## src/rtl/ex_muldiv.sv

```systemverilog
// rtl/ex_muldiv.sv - iterative RV32M multiply/divide unit with pipeline stall request
module ex_muldiv #(
    parameter int XLEN = 32
) (
    input  logic            clk,
    input  logic            rst,
    input  logic            valid_i,
    input  logic [2:0]      op_i,
    input  logic [XLEN-1:0] rs1_rdata_i,
    input  logic [XLEN-1:0] rs2_rdata_i,
    input  logic [4:0]      rd_waddr_i,
    input  logic            flush_i,
    output logic            hold_o,
    output logic [XLEN-1:0] result_o,
    output logic [4:0]      rd_waddr_o,
    output logic            result_valid_o,
    output logic            busy_o
);
    typedef enum logic [1:0] {IDLE, CALC, DONE} state_t;

    state_t            state, state_nx;
    logic              start;
    logic [4:0]        cnt;
    logic [2:0]        op_q;
    logic [4:0]        rd_q;
    logic              sa_q, sb_q;
    logic [XLEN-1:0]   a_mag, b_mag;
    logic [2*XLEN-1:0] prod;
    logic [XLEN:0]     rem;
    logic [XLEN-1:0]   quo;

    // Operand signedness and magnitudes for the instruction being accepted
    logic            signed_a, signed_b, sa_in, sb_in, div_zero, div_ovf, special;
    logic [XLEN-1:0] a_mag_in, b_mag_in, special_res;

    always_comb begin
        signed_a = (op_i == 3'b001) || (op_i == 3'b010) || (op_i == 3'b100) || (op_i == 3'b110);
        signed_b = (op_i == 3'b001) || (op_i == 3'b100) || (op_i == 3'b110);
        sa_in    = signed_a & rs1_rdata_i[XLEN-1];
        sb_in    = signed_b & rs2_rdata_i[XLEN-1];
        a_mag_in = sa_in ? -rs1_rdata_i : rs1_rdata_i;
        b_mag_in = sb_in ? -rs2_rdata_i : rs2_rdata_i;
        div_zero = op_i[2] && (rs2_rdata_i == '0);
        div_ovf  = ((op_i == 3'b100) || (op_i == 3'b110)) &&
                   (rs1_rdata_i == {1'b1, {(XLEN-1){1'b0}}}) && (rs2_rdata_i == '1);
        special  = div_zero | div_ovf;
        if (div_zero)
            special_res = op_i[1] ? rs1_rdata_i : '1;
        else
            special_res = op_i[1] ? '0 : {1'b1, {(XLEN-1){1'b0}}};
    end

    // One shift-add step and one restoring shift-subtract step per cycle
    logic [XLEN:0]     mul_sum, div_sh, rem_nx;
    logic [2*XLEN-1:0] prod_nx, prod_sgn;
    logic [XLEN-1:0]   quo_nx, quo_sgn, rem_sgn, calc_res;
    logic              div_ge;

    always_comb begin
        mul_sum  = {1'b0, prod[2*XLEN-1:XLEN]} + (prod[0] ? {1'b0, a_mag} : '0);
        prod_nx  = {mul_sum, prod[XLEN-1:1]};
        div_sh   = {rem[XLEN-1:0], quo[XLEN-1]};
        // rem[XLEN] is the bit shifted out; if set the shifted value exceeds any divisor
        div_ge   = rem[XLEN] || (div_sh >= {1'b0, b_mag});
        rem_nx   = div_ge ? (div_sh - {1'b0, b_mag}) : div_sh;
        quo_nx   = {quo[XLEN-2:0], div_ge};
        prod_sgn = (sa_q ^ sb_q) ? -prod_nx : prod_nx;
        quo_sgn  = (sa_q ^ sb_q) ? -quo_nx : quo_nx;
        rem_sgn  = sa_q ? -rem_nx[XLEN-1:0] : rem_nx[XLEN-1:0];
        if (!op_q[2])
            calc_res = (op_q[1:0] == 2'b00) ? prod_sgn[XLEN-1:0] : prod_sgn[2*XLEN-1:XLEN];
        else
            calc_res = op_q[1] ? rem_sgn : quo_sgn;
    end

    always_ff @(posedge clk or posedge rst) begin
        if (rst)
            state <= IDLE;
        else
            state <= state_nx;
    end

    always_comb begin
        state_nx = state;
        hold_o   = 1'b0;
        start    = 1'b0;
        case (state)
            IDLE: begin
                hold_o = valid_i;
                start  = valid_i;
                if (valid_i)
                    state_nx = special ? DONE : CALC;
            end
            CALC: begin
                hold_o = 1'b1;
                if (cnt == 5'd31)
                    state_nx = DONE;
            end
            DONE:    state_nx = IDLE;
            default: state_nx = IDLE;
        endcase
        if (flush_i) begin
            state_nx = IDLE;
            hold_o   = 1'b0;
            start    = 1'b0;
        end
    end

    assign result_valid_o = (state == DONE) && !flush_i;
    assign busy_o         = (state != IDLE);

    always_ff @(posedge clk or posedge rst) begin
        if (rst) begin
            cnt        <= '0;
            op_q       <= '0;
            rd_q       <= '0;
            sa_q       <= 1'b0;
            sb_q       <= 1'b0;
            a_mag      <= '0;
            b_mag      <= '0;
            prod       <= '0;
            rem        <= '0;
            quo        <= '0;
            result_o   <= '0;
            rd_waddr_o <= '0;
        end else if (start) begin
            cnt   <= '0;
            op_q  <= op_i;
            rd_q  <= rd_waddr_i;
            sa_q  <= sa_in;
            sb_q  <= sb_in;
            a_mag <= a_mag_in;
            b_mag <= b_mag_in;
            prod  <= {{XLEN{1'b0}}, b_mag_in};
            rem   <= '0;
            quo   <= a_mag_in;
            if (special) begin
                result_o   <= special_res;
                rd_waddr_o <= rd_waddr_i;
            end
        end else if (state == CALC) begin
            cnt  <= cnt + 5'd1;
            prod <= prod_nx;
            rem  <= rem_nx;
            quo  <= quo_nx;
            if (cnt == 5'd31 && !flush_i) begin
                result_o   <= calc_res;
                rd_waddr_o <= rd_q;
            end
        end
    end
endmodule

```

## config.mk

```make
export PLATFORM = sky130hd
export DESIGN_NAME = ex_muldiv
export DESIGN_NICKNAME = d
export VERILOG_FILES = /design/src/rtl/ex_muldiv.sv
export SDC_FILE = /design/constraint.sdc
export NUM_CORES = 1
export LEC_CHECK = 0
export ABC_AREA = 1
export ABC_CLOCK_PERIOD_IN_PS = 11400
export CORE_MARGIN = 3
export CORE_UTILIZATION = 45
export DETAILED_ROUTE_END_ITERATION = 8
export REMOVE_ABC_BUFFERS = 1
export SLEW_MARGIN = 20
export SYNTH_ARGS = -nofsm -noshare
export SYNTH_HDL_FRONTEND = slang
export SYNTH_SLANG_ARGS = --single-unit
```

## constraint.sdc

```tcl
create_clock -name clk -period 11.4 [get_ports clk]
set_clock_uncertainty 0.1 [all_clocks]
set_input_delay 1.14 -clock clk [delete_from_list [all_inputs] [get_ports clk]]
set_output_delay 1.14 -clock clk [all_outputs]
set_load 0.02 [all_outputs]
```

==> results of run 1 <==
-- stage by stage --
step | cell area, um^2 | cells | hold slack [ns]
3_5_place_dp | 22800 | 4010 | 0.355
3_3_place_gp | 22800 | 4010 | 0.348
2_1_floorplan | 20700 | 3265 | 0.336
4_1_cts | 23800 | 4063 | 0.363
6_report | 23800 | 4064 | 0.366
5_1_grt | 23800 | 4063 | 0.386
-- critical path, delay by kind of cell --
family / cells / cell delay (ns)
simple gates: 9 / 2.38
buf+inv: 4 / 1.67
compound gates: 3 / 0.48
fa+ha+maj: 1 / 0.18
-- synthesized netlist by cell type (41+ instances only) --
library cell	number	area share
ha_1	72	0.042
clkbuf_1	77	0.014
nor3_1	44	0.010
nand3_1	285	0.067
o21ai_0	281	0.066
dfrtp_1	247	0.29
a21oi_1	214	0.050
inv_1	487	0.086
nand2_1	914	0.16
nand4_1	41	0.012
o221ai_1	48	0.020
nor2_1	327	0.058
-- worst paths after layout --
check,startpoint,endpoint
max,rs1_rdata_i[0],result_o[5]
min,cnt[3],cnt[3]
max reg2reg,rem[5],result_o[26]
min reg2reg,cnt[3],cnt[3]
max in group asynchronous,rst,rem[21]
min in group asynchronous,rst,prod[34]
-- per-layer routing --
metal | vias up | routed length, um | GRT usage
li1 | 11148 | - | -
met1 | 10894 | 35100 | 0.432
met2 | 1004 | 40200 | 0.566
met3 | 201 | 5930 | 0.0343
met4 | 2 | 4300 | 0.146
met5 | - | 17 | 0
-- layout make-up --
cell class,instances,share of cell area
Multi-Input combinational cell,2524,0.533
Antenna cell,1,0.000105
Clock inverter,18,0.00752
Sequential cell,247,0.260
Timing Repair Buffer,138,0.0561
Inverter,494,0.0784
Tap cell,607,0.0319
Clock buffer,35,0.0331
-- layout by cell type, fill, tap and decap left out, types with 16 or more instances in the layout --
| cell | instances |
|---|---|
| nand3_1 | 285 |
| o21ai_0 | 281 |
| clkbuf_16 | 29 |
| nand2_2 | 32 |
| ha_1 | 72 |
| nor2_1 | 324 |
| buf_4 | 22 |
| dfrtp_1 | 247 |
| xor2_1 | 37 |
| xnor2_1 | 16 |
| clkdlybuf4s50_1 | 115 |
| a31oi_1 | 20 |
| a21oi_1 | 214 |
| o221ai_1 | 48 |
| nor3_2 | 16 |
| o22ai_1 | 18 |
| nor3_1 | 43 |
| a22oi_1 | 16 |
| nor2_2 | 24 |
| nand2_1 | 914 |
| nand4_1 | 41 |
| inv_1 | 483 |
-- flip-flops by register name (all words and copies together) (netlist names), 5 cells and up --
signal      flops
prod           64
rem            33
a_mag          32
b_mag          32
quo            32
result_o       32
cnt             5
rd_q            5
rd_waddr_o      5
-- power by group --
group | switching [mW] | leakage, nW | total (mW) | internal, mW
registers | 0.287 | 3.05 | 1.51 | 1.22
clock network | 0.413 | 0.475 | 0.971 | 0.559
logic | 3.27 | 8.55 | 4.71 | 1.44
-- kinds of logic after synthesis --
kind of cell | Yosys count | share of synthesized area
compound gates | 664 | 0.177
fa+ha+maj | 74 | 0.0442
flops | 247 | 0.290
xor+xnor | 53 | 0.0218
simple gates | 1733 | 0.352
buf+inv | 612 | 0.115
==> flow_summary_export.csv, run 1 <==
group,metric,value,unit
final_layout,register_area,6180,um^2
synthesis,syn_avg_cell_area,6.30,um^2
floorplan,io_pins,116,
placement,pre_cts_ws,5.49,ns
critical_path,critical_path_arrival,5.91,ns
sta,slew_violations,0,
placement,io_buffers,115,
final_layout,num-fill-cells,4870,
final_layout,fin_nets,3584,
clock_network,postCtsSetupBuffers,0,
critical_path,start_kind,"input port",
grt,grt_max_degree,131,
floorplan,row_count,79,
sta,period_minus_slack,5.54,ns
power,p_leak,12.1,nW
synthesis,syn_inst,3383,
job,drv_cap,0,
drt,drt_wl_total,85500,um
floorplan,coreArea,46700,um^2
clock_network,cts_tree,"built",
synthesis,ys_seq_area_frac,0.290,
drt,remaining_drc_errors,0,
critical_path,path_cells,"clkdlybuf4s50_1 > inv_1 > ha_1 > nand4_1 > nor3_2 > nand3_1 > nor3_2 > nand3_1 > nor3_2 > nand2_1 > o211ai_2 > nand2_1 > inv_2 > buf_4 > nand2_1 > a31oi_1 > a21oi_1",
sta,relSlewSlack,0.220,
drt,first_iter_violations,2673,
sta,setup_tns,0,ns
critical_path,setup.worst_path.class,"in2reg",
clock_network,cts_htree_levels,1,
power,power_density,302,nW/um^2
drt,post_drt_wl_per_cell,21.0,um
run_status,outcome,"completed",
synthesis,syn-cell-area,21300,um^2
power,finalPower,7.19,mW
clock_network,numClockSinks,247,
clock_network,cts_hold_buf,0,
sta,setup_viol,0,
clock_network,ctsResizeCount,0,
floorplan,chipWidth,224,um
final_layout,area_delta_synth_final,11.8,%
drt,vias,23249,
critical_path,max_stage_delay,0.68,ns
drt,dr.pass1.iters,6,
sta,fin_crit_sh,0.486,
drt,viasPerCell,5.72,
sta,timing.final.ws_setup,5.86,ns
critical_path,reg2reg_depth,29,
critical_path,slowest_stage,"inv_2",
grt,grt_pass1_vias,22220,
clock_network,clk_transition_reported_paths,0.07,ns
critical_path,end_kind,"flop",
synthesis,ys_seq_elements,247,
placement,gp_congestion,1.00,
floorplan,dieHeight,224,um
grt,grt_usage,0.333,
grt,grt_antenna_before_repair,3,
clock_network,clk_path_buf_depth,3,
sta,rsz0062_at_grt,"false",
final_layout,drive_above_1_share,0.0558,
synthesis,yosysWarnings,0,
sta,fmax,181,MHz
final_layout,postLayoutCoreUtil,0.510,
min_path,min_path_cells,1,
floorplan,die_area,50000,um^2
critical_path,cp.required,11.77,ns
grt,grt_first_pass_wirelength,130000,um
power,ir_worst_vdd,163,uV
synthesis,synthFlopType,"dfrtp_1",
critical_path,reg2reg_slack,5.86,ns
sta,hold_violations,0,
grt,gr-total-overflow,0,
critical_path,path_max_fanout,29,
min_path,min_path_type,"reg2reg",
sta,tightestPinTransition,1.17,ns
drt,final_antenna_net_count,0,
clock_network,clkLatencyLatePin,0.58,ns
floorplan,initial_core_util,0.457,
synthesis,yosysUniqueCellTypes,60,
synthesis,synth_edf_count,0,
synthesis,synthArstFlopShare,1.00,
clock_network,numCtsBuffers,29,
placement,place_hpwl,65900,um
final_layout,multiInputGateArea,12700,um^2
clock_network,clockRootBuffer,"clkbuf_16",
(Power assumes the default switching activity.)
==> inputs of run 2 (changes only) <==
--- a/config.mk
+++ b/config.mk
@@ -6,10 +6,11 @@
 export NUM_CORES = 1
 export LEC_CHECK = 0
 export ABC_AREA = 1
-export ABC_CLOCK_PERIOD_IN_PS = 11400
+export ABC_CLOCK_PERIOD_IN_PS = 4700
 export CORE_MARGIN = 3
 export CORE_UTILIZATION = 45
 export DETAILED_ROUTE_END_ITERATION = 8
+export PLACE_DENSITY = 0.65
 export REMOVE_ABC_BUFFERS = 1
 export SLEW_MARGIN = 20
 export SYNTH_ARGS = -nofsm -noshare
==> constraint.sdc (replaced) <==
create_clock -name clk -period 4.7 [get_ports clk]
set_clock_uncertainty 0.1 [all_clocks]
set_input_delay 0.47 -clock clk [delete_from_list [all_inputs] [get_ports clk]]
set_output_delay 0.47 -clock clk [all_outputs]
set_load 0.02 [all_outputs]
==> flow_summary_export.csv, run 2 (synthesis results as in run 1) <==
group,metric,value,unit
drt,wl_met1,33300,um
power,power_density,738,nW/um^2
final_layout,reg_top3,"prod: 64 flops, rem: 33 flops",
final_layout,layout_common_cells,"914 x nand2_1, 483 x inv_1, 324 x nor2_1, 284 x nand3_1, 281 x o21ai_0",
placement,gp_congestion,1.04,
clock_network,numClockSinks,247,
sta,fin_crit_sh,0.918,
grt,grt_first_pass_wirelength,127000,um
critical_path,critical_path_arrival,4.73,ns
critical_path,slowest_stage,"buf_4",
sta,relSlewSlack,0.320,
critical_path,max_stage_delay,0.52,ns
critical_path,path_max_fanout,49,
final_layout,regMostFlops,"prod",
floorplan,chipWidth,224,um
drt,remaining_drc_errors,0,
final_layout,postLayoutCoreUtil,0.517,
floorplan,coreArea,46700,um^2
clock_network,clk_path_buf_depth,3,
run_status,outcome,"completed",
placement,dp_cells,4028,
placement,place_hpwl,62700,um
critical_path,critPathTopFamily,"simple AND/OR/NAND/NOR gates",
min_path,min_path_type,"in2async",
critical_path,setup.worst_path.class,"reg2reg",
drt,post_drt_wl_per_cell,20.1,um
clock_network,cts_tree,"built",
grt,grt_pass1_vias,22773,
floorplan,io_pins,116,
drt,first_iter_violations,2578,
sta,slew_violations,0,
power,ir_worst_vdd,460,uV
final_layout,drive_above_1_share,0.0607,
clock_network,clockRootBuffer,"clkbuf_16",
drt,final_antenna_net_count,0,
final_layout,multiInputGateArea,12700,um^2
sta,rsz0062_at_grt,"false",
sta,period_minus_slack,4.32,ns
sta,fmax,232,MHz
drt,vias,23576,
drt,viasPerCell,5.77,
drt,drt_wl_total,82100,um
drt,routed-wl-met3,6230,um
placement,io_buffers,115,
floorplan,dieHeight,224,um
final_layout,register_area,6180,um^2
floorplan,row_count,79,
sta,tightestPinTransition,1.02,ns
drt,dr.pass1.iters,6,
final_layout,instances_no_fill,4086,
critical_path,worst-path-buf-inv,2,
sta,hold_violations,0,
clock_network,cts_htree_levels,1,
grt,grt_antenna_before_repair,2,
final_layout,fin_nets,3604,
drt,met2WireLength,37900,um
job,drv_cap,0,
drt,top_layer,"met4",
clock_network,clk_transition_reported_paths,0.06,ns
final_layout,num-fill-cells,4770,
grt,grt_usage,0.322,
grt,gr-total-overflow,0,
clock_network,cts_hold_buf,0,
critical_path,start_kind,"flop",
final_layout,area_delta_synth_final,13.3,%
critical_path,path_cells,"ha_1 > nand2_1 > nor2_2 > inv_1 > nor3_4 > a21oi_4 > nand2_8 > buf_4 > nand2_1 > nand2_1 > nand2_1 > nor2_1 > nand2_1 > o21ai_1 > nand2_1 > nand2_1 > nand3_1 > nand2_1 > nand2_1 > a21oi_1",
critical_path,end_kind,"flop",
clock_network,clkLatencyLatePin,0.59,ns
final_layout,largest_reg_flops,64,
floorplan,die_area,50000,um^2
critical_path,crit_top_cell,"nand2_1",
clock_network,numCtsBuffers,31,
floorplan,initial_core_util,0.457,
sta,setup_viol,0,
power,p_leak,12.3,nW
grt,grt_max_degree,123,
critical_path,cp.required,5.11,ns
final_layout,final_common_cell,"nand2_1",
## run 2: metrics by stage
stage / TNS [ns] / cell area [um^2] / power, mW / setup slack [ns] / hold slack (ns)
detailed placement: 0 / 23000 / 14.8 / 0.353 / 0.359
CTS: 0 / 24100 / 17.6 / 0.355 / 0.337
global placement: 0 / 23000 / 14.6 / 0.453 / 0.350
finish: 0 / 24100 / 17.8 / 0.385 / 0.305
floorplan: -1647.73 / 20700 / 11.2 / -5.31 / 0.336
global route: 0 / 24100 / 19.2 / 0.000778 / 0.376
## run 2: where the power goes
group / internal (mW) / total, mW / switching (mW) / leakage [nW]
logic: 3.55 / 11.5 / 7.96 / 8.65
clock network: 1.68 / 2.69 / 1.01 / 0.549
registers: 2.96 / 3.63 / 0.666 / 3.05
## run 2: final cells by class
type / count / area share
sequential: 247 / 0.256
inverter: 494 / 0.0773
multi-input combinational: 2524 / 0.527
timing repair buffer: 156 / 0.0620
antenna: 1 / 0.000104
clock buffer: 40 / 0.0344
tap: 607 / 0.0315
clock inverter: 17 / 0.0121
## run 2: timing repair
| action | CTS | global route |
|---|---|---|
| gates resized for setup | 0 | 3 |
| endpoints found under the setup margin | 0 | 4 |
| setup buffers | 0 | 0 |
## run 2: metal layers
layer	up-vias	GRT usage
met5	-	0
met4	0	0.162
met3	240	0.0430
met2	1172	0.536
met1	10975	0.413
li1	11189	-
## run 2: worst paths after layout
path | startpoint | to | slack (ns) | cells past startpoint
max | rem[5] | result_o[27] | 0.38 | 20
min | rst | prod[37] | 0.30 | 2
max reg2reg | rem[5] | result_o[27] | 0.38 | 20
min reg2reg | rd_q[0] | rd_q[0] | 0.37 | 2
max in group asynchronous | rst | rem[21] | 3.16 | 3
min in group clk | rd_waddr_i[2] | rd_q[2] | 0.35 | 3
==> inputs of run 3 (changes only) <==
--- a/config.mk
+++ b/config.mk
@@ -7,6 +7,7 @@
 export LEC_CHECK = 0
 export ABC_AREA = 1
 export ABC_CLOCK_PERIOD_IN_PS = 4700
+export CORE_ASPECT_RATIO = 1.75
 export CORE_MARGIN = 3
 export CORE_UTILIZATION = 45
 export DETAILED_ROUTE_END_ITERATION = 8
==> flow_summary_export.csv, run 3 (synthesis results as in run 1) <==
group,metric,value,unit
critical_path,slowest_stage,"dfrtp_1",
final_layout,reg_top3,"prod: 64 flops, rem: 33 flops",
grt,grt_pass1_vias,23585,
critical_path,setup.worst_path.class,"reg2reg",
sta,rsz0062_at_grt,"false",
min_path,min_path_type,"in2async",
drt,first_iter_violations,1904,
final_layout,area_delta_synth_final,12.9,%
placement,io_buffers,115,
sta,hold_violations,0,
job,drv_cap,0,
grt,grt_first_pass_wirelength,136000,um
grt,grt_max_degree,111,
grt,gr-total-overflow,0,
final_layout,fin_nets,3613,
critical_path,worst-path-buf-inv,4,
final_layout,regMostFlops,"prod",
power,ir_worst_vdd,461,uV
power,finalPower,17.7,mW
final_layout,final_area,24000,um^2
clock_network,numCtsBuffers,26,
drt,drt_wl_total,91400,um
clock_network,numClockSinks,247,
placement,place_hpwl,72000,um
floorplan,row_count,104,
clock_network,clockRootBuffer,"clkbuf_16",
final_layout,diodes,0,
drt,post_drt_wl_per_cell,22.5,um
critical_path,critical_path_arrival,4.68,ns
critical_path,cp.required,5.05,ns
floorplan,io_pins,116,
floorplan,chipWidth,170,um
critical_path,path_max_fanout,5,
drt,vias,23648,
final_layout,final_common_cell,"nand2_1",
drt,final_antenna_net_count,0,
power,power_density,736,nW/um^2
drt,remaining_drc_errors,0,
power,p_leak,12.2,nW
final_layout,drive_above_1_share,0.0612,
sta,setup_tns,0,ns
critical_path,end_kind,"flop",
floorplan,initial_core_util,0.458,
floorplan,dieHeight,294,um
sta,fmax,231,MHz
drt,viasPerCell,5.82,
clock_network,clk_transition_reported_paths,0.07,ns
clock_network,cts_hold_buf,0,
final_layout,postLayoutCoreUtil,0.517,
grt,grt_antenna_before_repair,0,
final_layout,largest_reg_flops,64,
floorplan,coreArea,46500,um^2
floorplan,die_area,50100,um^2
sta,tightestPinTransition,1.16,ns
clock_network,clkLatencyLatePin,0.57,ns
sta,fin_crit_sh,0.922,
final_layout,layout_common_cells,"913 x nand2_1, 483 x inv_1, 324 x nor2_1, 284 x nand3_1, 280 x o21ai_0",
run_status,outcome,"completed",
sta,relSlewSlack,0.222,
critical_path,critPathTopFamily,"simple AND/OR/NAND/NOR gates",
sta,period_minus_slack,4.33,ns
drt,dr.pass1.iters,6,
placement,gp_congestion,1.01,
clock_network,cts_htree_levels,1,
clock_network,clk_path_buf_depth,3,
critical_path,max_stage_delay,0.40,ns
grt,grt_usage,0.357,
sta,setup_viol,0,
placement,placed_cell_area,23100,um^2
sta,slew_violations,0,
critical_path,start_kind,"flop",
critical_path,crit_top_cell,"nand2_1",
clock_network,cts_tree,"built",
[run 3: cell types whose count changed in the layout (fill, tap and decap cells not counted), sizes merged]
cell,before,now
diode,1,0
buf,41,55
clkinvlp,1,0
bufinv,8,4
clkinv,12,7
clkbuf,40,39
[run 3: final cells by class]
type                            count  area, um^2
Clock buffer                       39         751
Clock inverter                      7         135
Fill cell                        4842       22400
Inverter                          494        1870
Multi-Input combinational cell   2524       12700
Sequential cell                   247        6180
Tap cell                          583         729
Timing Repair Buffer              170        1660
[run 3: power breakdown]
part	switching [mW]	internal, mW
Sequential	0.700	2.96
Combinational	8.08	3.67
Clock	0.950	1.32
Total	9.73	7.95
[run 3: final timing paths]
path / slack [ns] / end / cells after the start / from
worst min register to register: 0.37 / rd_q[2] / 2 / rd_q[2]
min in group clk: 0.37 / rd_q[2] / 2 / rd_q[2]
worst min-delay path: 0.33 / a_mag[5] / 2 / rst
max in group asynchronous: 3.03 / prod[57] / 3 / rst
worst max-delay path: 0.37 / result_o[26] / 29 / rem[2]
worst max register to register: 0.37 / result_o[26] / 29 / rem[2]
[run 3: per-stage QoR]
stage	std cells	hold slack, ns	setup WS, ns
floorplan	3265	0.336	-5.31
global placement	4018	0.346	0.257
detailed placement	4018	0.353	0.239
CTS	4064	0.369	0.220
global route	4064	0.391	0.0223
finish	4064	0.331	0.369
[run 3: what timing repair did]
| item | CTS | global route |
|---|---|---|
| setup endpoints to repair | 0 | 5 |
| setup buffers | 0 | 0 |
| endpoints found under the hold margin | 0 | 0 |
| resized for setup | 0 | 6 |
[run 3: routing by layer]
layer / part of all wire / up-vias / track usage / routed length (um)
met1: 0.33 / 11068 / 0.358 / 30300
met4: 0.10 / 0 / 0.298 / 9400
met5: 0 / - / 0 / 0
met3: 0.057 / 351 / 0.0395 / 5220
li1: - / 11206 / - / -
met2: 0.51 / 1023 / 0.650 / 46500
